**src/rtl/ka_seq_mul_ctrl.sv**
```systemverilog
// Carry-less Karatsuba multiplier controller: one N-bit GF(2) product via a shared external HxH multiplier.
// Four busy cycles per operation (LO, HI, MID, DONE); results are held in DONE until the sink accepts them.
module ka_seq_mul_ctrl #(
    parameter int N = 10,
    parameter int H = N / 2
) (
    input  logic             clk,
    input  logic             rst,
    input  logic             in_valid,
    output logic             in_ready,
    input  logic [N-1:0]     a_in,
    input  logic [N-1:0]     b_in,
    output logic [H-1:0]     mul_op_a,
    output logic [H-1:0]     mul_op_b,
    input  logic [2*H-2:0]   mul_res,
    output logic             out_valid,
    input  logic             out_ready,
    output logic [2*N-2:0]   c_out,
    output logic             busy
);

    typedef enum logic [2:0] {IDLE, MUL_LO, MUL_HI, MUL_MID, DONE} state_t;

    state_t           state;
    logic [N-1:0]     a_reg;
    logic [N-1:0]     b_reg;
    logic [2*H-2:0]   p0;
    logic [2*H-2:0]   p2;
    logic [2*H-2:0]   mid;
    logic [2*N-2:0]   p0_x;
    logic [2*N-2:0]   mid_x;
    logic [2*N-2:0]   p2_x;
    logic [2*N-2:0]   prod;

    // The multiplier sees the cross-term operands while in MUL_MID, so mul_res is (Alo^Ahi)(Blo^Bhi).
    always_comb begin
        mid   = mul_res ^ p0 ^ p2;
        p0_x  = (2*N-1)'(p0);
        mid_x = (2*N-1)'(mid);
        p2_x  = (2*N-1)'(p2);
        prod  = p0_x ^ (mid_x << H) ^ (p2_x << (2*H));
    end

    // Operands are registered one state ahead so they are stable for the whole state that consumes mul_res.
    always_ff @(posedge clk or posedge rst) begin
        if (rst) begin
            state     <= IDLE;
            in_ready  <= 1'b1;
            out_valid <= 1'b0;
            busy      <= 1'b0;
            c_out     <= '0;
            mul_op_a  <= '0;
            mul_op_b  <= '0;
            a_reg     <= '0;
            b_reg     <= '0;
            p0        <= '0;
            p2        <= '0;
        end else begin
            case (state)
                IDLE: begin
                    if (in_valid && in_ready) begin
                        a_reg    <= a_in;
                        b_reg    <= b_in;
                        mul_op_a <= a_in[H-1:0];
                        mul_op_b <= b_in[H-1:0];
                        in_ready <= 1'b0;
                        busy     <= 1'b1;
                        state    <= MUL_LO;
                    end
                end
                MUL_LO: begin
                    p0       <= mul_res;
                    mul_op_a <= a_reg[N-1:H];
                    mul_op_b <= b_reg[N-1:H];
                    state    <= MUL_HI;
                end
                MUL_HI: begin
                    p2       <= mul_res;
                    mul_op_a <= a_reg[H-1:0] ^ a_reg[N-1:H];
                    mul_op_b <= b_reg[H-1:0] ^ b_reg[N-1:H];
                    state    <= MUL_MID;
                end
                MUL_MID: begin
                    c_out     <= prod;
                    mul_op_a  <= '0;
                    mul_op_b  <= '0;
                    out_valid <= 1'b1;
                    state     <= DONE;
                end
                DONE: begin
                    if (out_ready) begin
                        out_valid <= 1'b0;
                        in_ready  <= 1'b1;
                        busy      <= 1'b0;
                        state     <= IDLE;
                    end
                end
                default: begin
                    out_valid <= 1'b0;
                    in_ready  <= 1'b1;
                    busy      <= 1'b0;
                    mul_op_a  <= '0;
                    mul_op_b  <= '0;
                    state     <= IDLE;
                end
            endcase
        end
    end

endmodule

```
**config.mk**
```make
export PLATFORM = sky130hd
export DESIGN_NAME = ka_seq_mul_ctrl
export DESIGN_NICKNAME = d
export VERILOG_FILES = /design/src/rtl/ka_seq_mul_ctrl.sv
export SDC_FILE = /design/constraint.sdc
export NUM_CORES = 1
export LEC_CHECK = 0
export ABC_AREA = 1
export CORE_MARGIN = 2
export CORE_UTILIZATION = 45
export CTS_CLUSTER_DIAMETER = 100
export CTS_CLUSTER_SIZE = 40
export DETAILED_ROUTE_END_ITERATION = 16
export PLACE_DENSITY = 0.79
export SETUP_SLACK_MARGIN = 0.1
export SYNTH_ARGS = -nofsm -noshare
export SYNTH_HDL_FRONTEND = slang
export SYNTH_SLANG_ARGS = --single-unit
```
**constraint.sdc**
```tcl
create_clock -name clk -period 6.3 [get_ports clk]
set_clock_uncertainty 0.15 [all_clocks]
set_input_delay 1.26 -clock clk [delete_from_list [all_inputs] [get_ports clk]]
set_output_delay 1.26 -clock clk [all_outputs]
set_load 0.1 [all_outputs]
```
==> results.cfg, run 1 <==
[status]
status = finished clean

[cts]
post_cts_resized = 0
cts_htree_levels = 3
clk_pin_slew_worst_paths_ps = 70
cts_buffers = 9
clock_latency_ps = 340
cts_tree = built
clock_tree.buffer_depth = 2
cts-root-buf = clkbuf_8
cts_hold_buf = 0
clock-sinks = 73
cts_setup_buffers = 0

[logic_synthesis]
syn_area_mm2 = 0.003603
syn_avg_cell_area_um2 = 7.902
synth_area_leader_cell = dfrtp_1
synth-seq-cells = 73
synth.net_count = 489
synth_top_cell_area_share_pct = 50.00
yosysUniqueCellTypes = 23
ys_seq_area_share_pct = 50.73
synth.top_cells.by_area = dfrtp_1, nand2_1, inv_1
synthCells = 456
yosysWarnings = 0

[place]
dpl.hpwl_um = 5136
dp_slack_ps = 3242
port_buffers = 64
place.gp.congestion = 0.7853

[layout]
nFillCells = 678
final_nets = 543
n_antenna_cell = 0
largest_register_ff_count = 19
drive_gt1_share_pct = 5.049
final_cell_mix = nand2_1, dfrtp_1, clkdlybuf4s50_1
area_growth_pct = 24.03
layout_commonest_cell = nand2_1

[worst_setup_path]
required_ps = 4890
crit_type = reg2out
cp-end-kind = output port
slowest_delay_ps = 1130
rr_startpoint = state[0]$_DFFE_PP0P_
path_buf_inv = 1
critPathSlowestCell = clkdlybuf4s50_1
cp.arrival_ps = 2020
start_kind = flop
r2r_end = p2[8]$_DFFE_PP0N_
worstPathCellList = clkdlybuf4s50_1
reg2regPathDepth = 5
ff2ff_setup_slack_ps = 3940
crit_family = buffers and inverters
path_max_fanout = 3

[timing]
setup_viol = 0
fin_crit_sh_pct = 54.39
relSlewSlack_pct = 33.94
timing_hold_violations_final = 0
period_minus_slack_ps = 3426
rsz0062_at_grt = no
slew_violations = 0
max_slew.worst_pin.slew_ps = 987.8
fin_tns_setup_ps = 0
fmax_mhz = 291.8
setup_slack_ps = 2874

[global_routing]
grtUsageTotal_pct = 19.37
grt_pass1_wl_um = 13170
grt_max_degree = 74
grt-ovfl-total = 0
first_global_vias = 2934
grt_antenna_before_repair = 0

[floorplan]
io_pins = 65
chipHeight_um = 93.49
die_x_um = 93.49
fp-row-count = 32
coreArea_mm2 = 0.007727
start_util_pct = 46.63
dieArea_mm2 = 0.008739

[hold_path]
holdCritStartpoint = in_ready$_DFFE_PP1P_
min_path_type = reg2reg
holdPathStages = 2
min_to = in_ready$_DFFE_PP1P_

[detailed_routing]
vias = 2997
first_pass_iters = 4
drt-total-wl_um = 7684
vias_per_cell = 4.857
wl_per_cell_um = 12.45
drcViolationCount = 0
drt-initial-drc-count = 176
ant_nets = 0

[flow_run]
max-cap-violations = 0
==> layer usage <==
metal  wire (µm)  track usage, %  part of all wire, %  vias to the layer above
met1        3492           25.33                   45                     1393
met2        3666           30.76                   48                       77
met3         361           4.110                  4.7                       14
li1            -               -                    -                     1513
met5           0               0                    0                        -
met4         163           9.191                  2.1                        0
==> synth_stat cells <==
master    number
nand2_1      168
dfrtp_1       72
inv_1         48
nand3_1       33
o21ai_0       24
nor2_1        18
xnor2_1       16
xor2_1        16
clkbuf_1      13
a21oi_1       11
nand4_1       10
buf_2          6
o21ai_1        6
inv_2          3
buf_6          2
clkbuf_2       2
o21ai_2        2
and3_1         1
buf_4          1
clkinv_1       1
dfstp_2        1
nand3_2        1
nor3_4         1
==> cell families after synthesis <==
logic type	after synthesis	share of synthesized area, %
buffers and inverters	76	8.715
AOI/OAI and AO/OA	43	6.181
xor gates and xnor gates	32	7.778
and+or+nand+nor	232	26.60
DFF	73	50.73
==> per-stage QoR <==
stage	instances	area [µm²]	utilization, %	hold WS [ps]
floorplan	456	3603	-	324.6
global placement	601	4275	55.33	306.6
detailed placement	601	4275	55.33	311.7
CTS	617	4469	57.84	328.1
global route	617	4469	57.84	341.8
finish	617	4469	57.84	323.0
==> layout make-up <==
class | instances | area (µm²) | area share [%]
sequential | 73 | 1828 | 40.90
multi-input combinational | 307 | 1461 | 32.70
timing repair buffer | 67 | 663.1 | 14.84
inverter | 52 | 195.2 | 4.367
clock buffer | 15 | 186.4 | 4.171
tap | 102 | 127.6 | 2.856
clock inverter | 1 | 7.507 | 0.1680
==> worst max-delay path by stage <==
stage                         startpoint                    to  depth (start not counted)
floorplan                            rst  a_reg[0]$_DFFE_PP0P_                          1
global placement    in_ready$_DFFE_PP1P_              in_ready                          1
detailed placement  in_ready$_DFFE_PP1P_              in_ready                          1
CTS                 in_ready$_DFFE_PP1P_              in_ready                          1
global route        in_ready$_DFFE_PP1P_              in_ready                          1
finish              in_ready$_DFFE_PP1P_              in_ready                          1
==> tightest hold or removal path: stages (launching register included) <==
cell and delay, ps:
dfstp_2 380, nand2_1 50, nand2_1 40
Power of run 1 is left out: the tool's default activity adds up to more than one toggle a clock period on the data nets, which glitch-free logic cannot reach.
==> run 2, diff against run 1 <==
Settings changed: PLACE_DENSITY 0.79 to 0.82.
Clock period 6.3 ns to 3 ns, I/O delays scaled along.
==> results.cfg, run 2 (synthesis gave the netlist of run 1 again) <==
[layout]
area_growth_pct = 22.40
design_area_mm2 = 0.004410
n_antenna_cell = 0
drive_gt1_share_pct = 11.82
utilization_pct = 57.08
nFillCells = 677
final_cell_mix = nand2_1, dfrtp_1, inv_1
largest_register_ff_count = 19
layout_commonest_cell = nand2_1
final_nets = 544

[global_routing]
use_met2_pct = 29.62
grt-ovfl-total = 0
met3_usage_pct = 3.062
busiest_layer = met2
use_met1_pct = 25.17
first_global_vias = 2774
grt_max_degree = 45
grt_antenna_before_repair = 0
grtUsageTotal_pct = 18.84
grt_pass1_wl_um = 12850

[hold_path]
min_path_type = reg2reg
min_to = in_ready$_DFFE_PP1P_
holdPathStages = 2
holdCritStartpoint = in_ready$_DFFE_PP1P_

[detailed_routing]
drt-total-wl_um = 7734
first_pass_iters = 5
vias = 3030
drt-initial-drc-count = 187
drcViolationCount = 0
ant_nets = 0
vias_per_cell = 4.903
wl_per_cell_um = 12.51

[worst_setup_path]
slowest_delay_ps = 690
r2r_end = c_out[14]$_DFFE_PP0P_
required_ps = 3080
critPathSlowestCell = nor3_4
cp.arrival_ps = 2310
cp-end-kind = flop
rr_startpoint = state[1]$_DFFE_PP0P_
crit_type = reg2reg
ff2ff_setup_slack_ps = 770
start_kind = flop
reg2regPathDepth = 5
path_max_fanout = 23
worstPathCellList = inv_1, nor3_4, inv_2, nand2_1, o21ai_2

[floorplan]
start_util_pct = 46.63
fp-row-count = 32
io_pins = 65
coreArea_mm2 = 0.007727
die_x_um = 93.49
dieArea_mm2 = 0.008739
chipHeight_um = 93.49

[timing]
fmax_mhz = 449.2
rsz0062_at_grt = no
setup_viol = 0
max_slew.worst_pin.slew_ps = 785.8
timing_hold_violations_final = 0
slew_violations = 0
fin_crit_sh_pct = 74.21
hold_ws_ps = 328.8
relSlewSlack_pct = 47.42
period_minus_slack_ps = 2226
fin_tns_setup_ps = 0

[cts]
clock_tree.buffer_depth = 2
post_cts_resized = 0
cts-root-buf = clkbuf_8
clock-sinks = 73
cts_hold_buf = 0
cts_tree = built
cts_buffers = 9
cts_setup_buffers = 0
clock_latency_ps = 350
clk_pin_slew_worst_paths_ps = 70
cts_htree_levels = 3

[place]
place_area_mm2 = 0.004215
dpl.hpwl_um = 5485
port_buffers = 64
place.gp.congestion = 0.8256

[status]
status = finished clean

[flow_run]
max-cap-violations = 0
[run 2: cell count changes in the layout (fill, tap and decap cells not counted)]
| cell | before | now |
|---|---|---|
| clkdlybuf4s50_1 | 64 | 32 |
| clkbuf_1 | 2 | 0 |
| clkbuf_8 | 13 | 10 |
| bufinv_16 | 0 | 1 |
| buf_12 | 0 | 1 |
| buf_4 | 3 | 35 |
| clkinv_2 | 0 | 4 |
[run 2: worst max-delay path by stage]
stage,startpoint,end,slack [ps],depth (start not counted)
floorplan,rst,a_reg[0]$_DFFE_PP0P_,400,1
CTS,state[1]$_DFFE_PP0P_,c_out[14]$_DFFE_PP0P_,770,5
global placement,in_valid,mul_op_a[2]$_DFFE_PP0P_,710,7
global route,state[1]$_DFFE_PP0P_,c_out[14]$_DFFE_PP0P_,550,5
finish,state[1]$_DFFE_PP0P_,c_out[14]$_DFFE_PP0P_,770,5
detailed placement,in_valid,mul_op_b[2]$_DFFE_PP0P_,670,7
[run 2: area by class of cell]
type	instances	area [µm²]	share of cell area, %
clock buffers	10	137.6	3.121
repair buffers	68	603.1	13.67
well taps	102	127.6	2.894
clock inverters	6	57.56	1.305
flip-flops and latches	73	1828	41.45
multi-input cells	307	1461	33.13
inverters	52	195.2	4.426
[run 2: per-layer routing]
layer,wire [µm],vias up,share of wire (%)
met3,321,21,4.2
met2,3686,68,48
li1,-,1523,-
met1,3470,1418,45
met5,0,-,0
met4,256,0,3.3
[run 2: metrics by stage]
step | setup slack (ps) | instances
2_1_floorplan | 398.4 | 456
4_1_cts | 773.3 | 618
3_3_place_gp | 714.5 | 602
6_report | 773.8 | 618
5_1_grt | 551.4 | 618
3_5_place_dp | 669.7 | 602
[run 2: critical path: cells and delay by family, from the launching register on]
family	cells	cell delay (ps)
DFF	1	370
buffers and inverters	2	680
and+or+nand+nor	2	860
AOI/OAI and AO/OA	1	60
Power of run 2 is left out for the same reason.
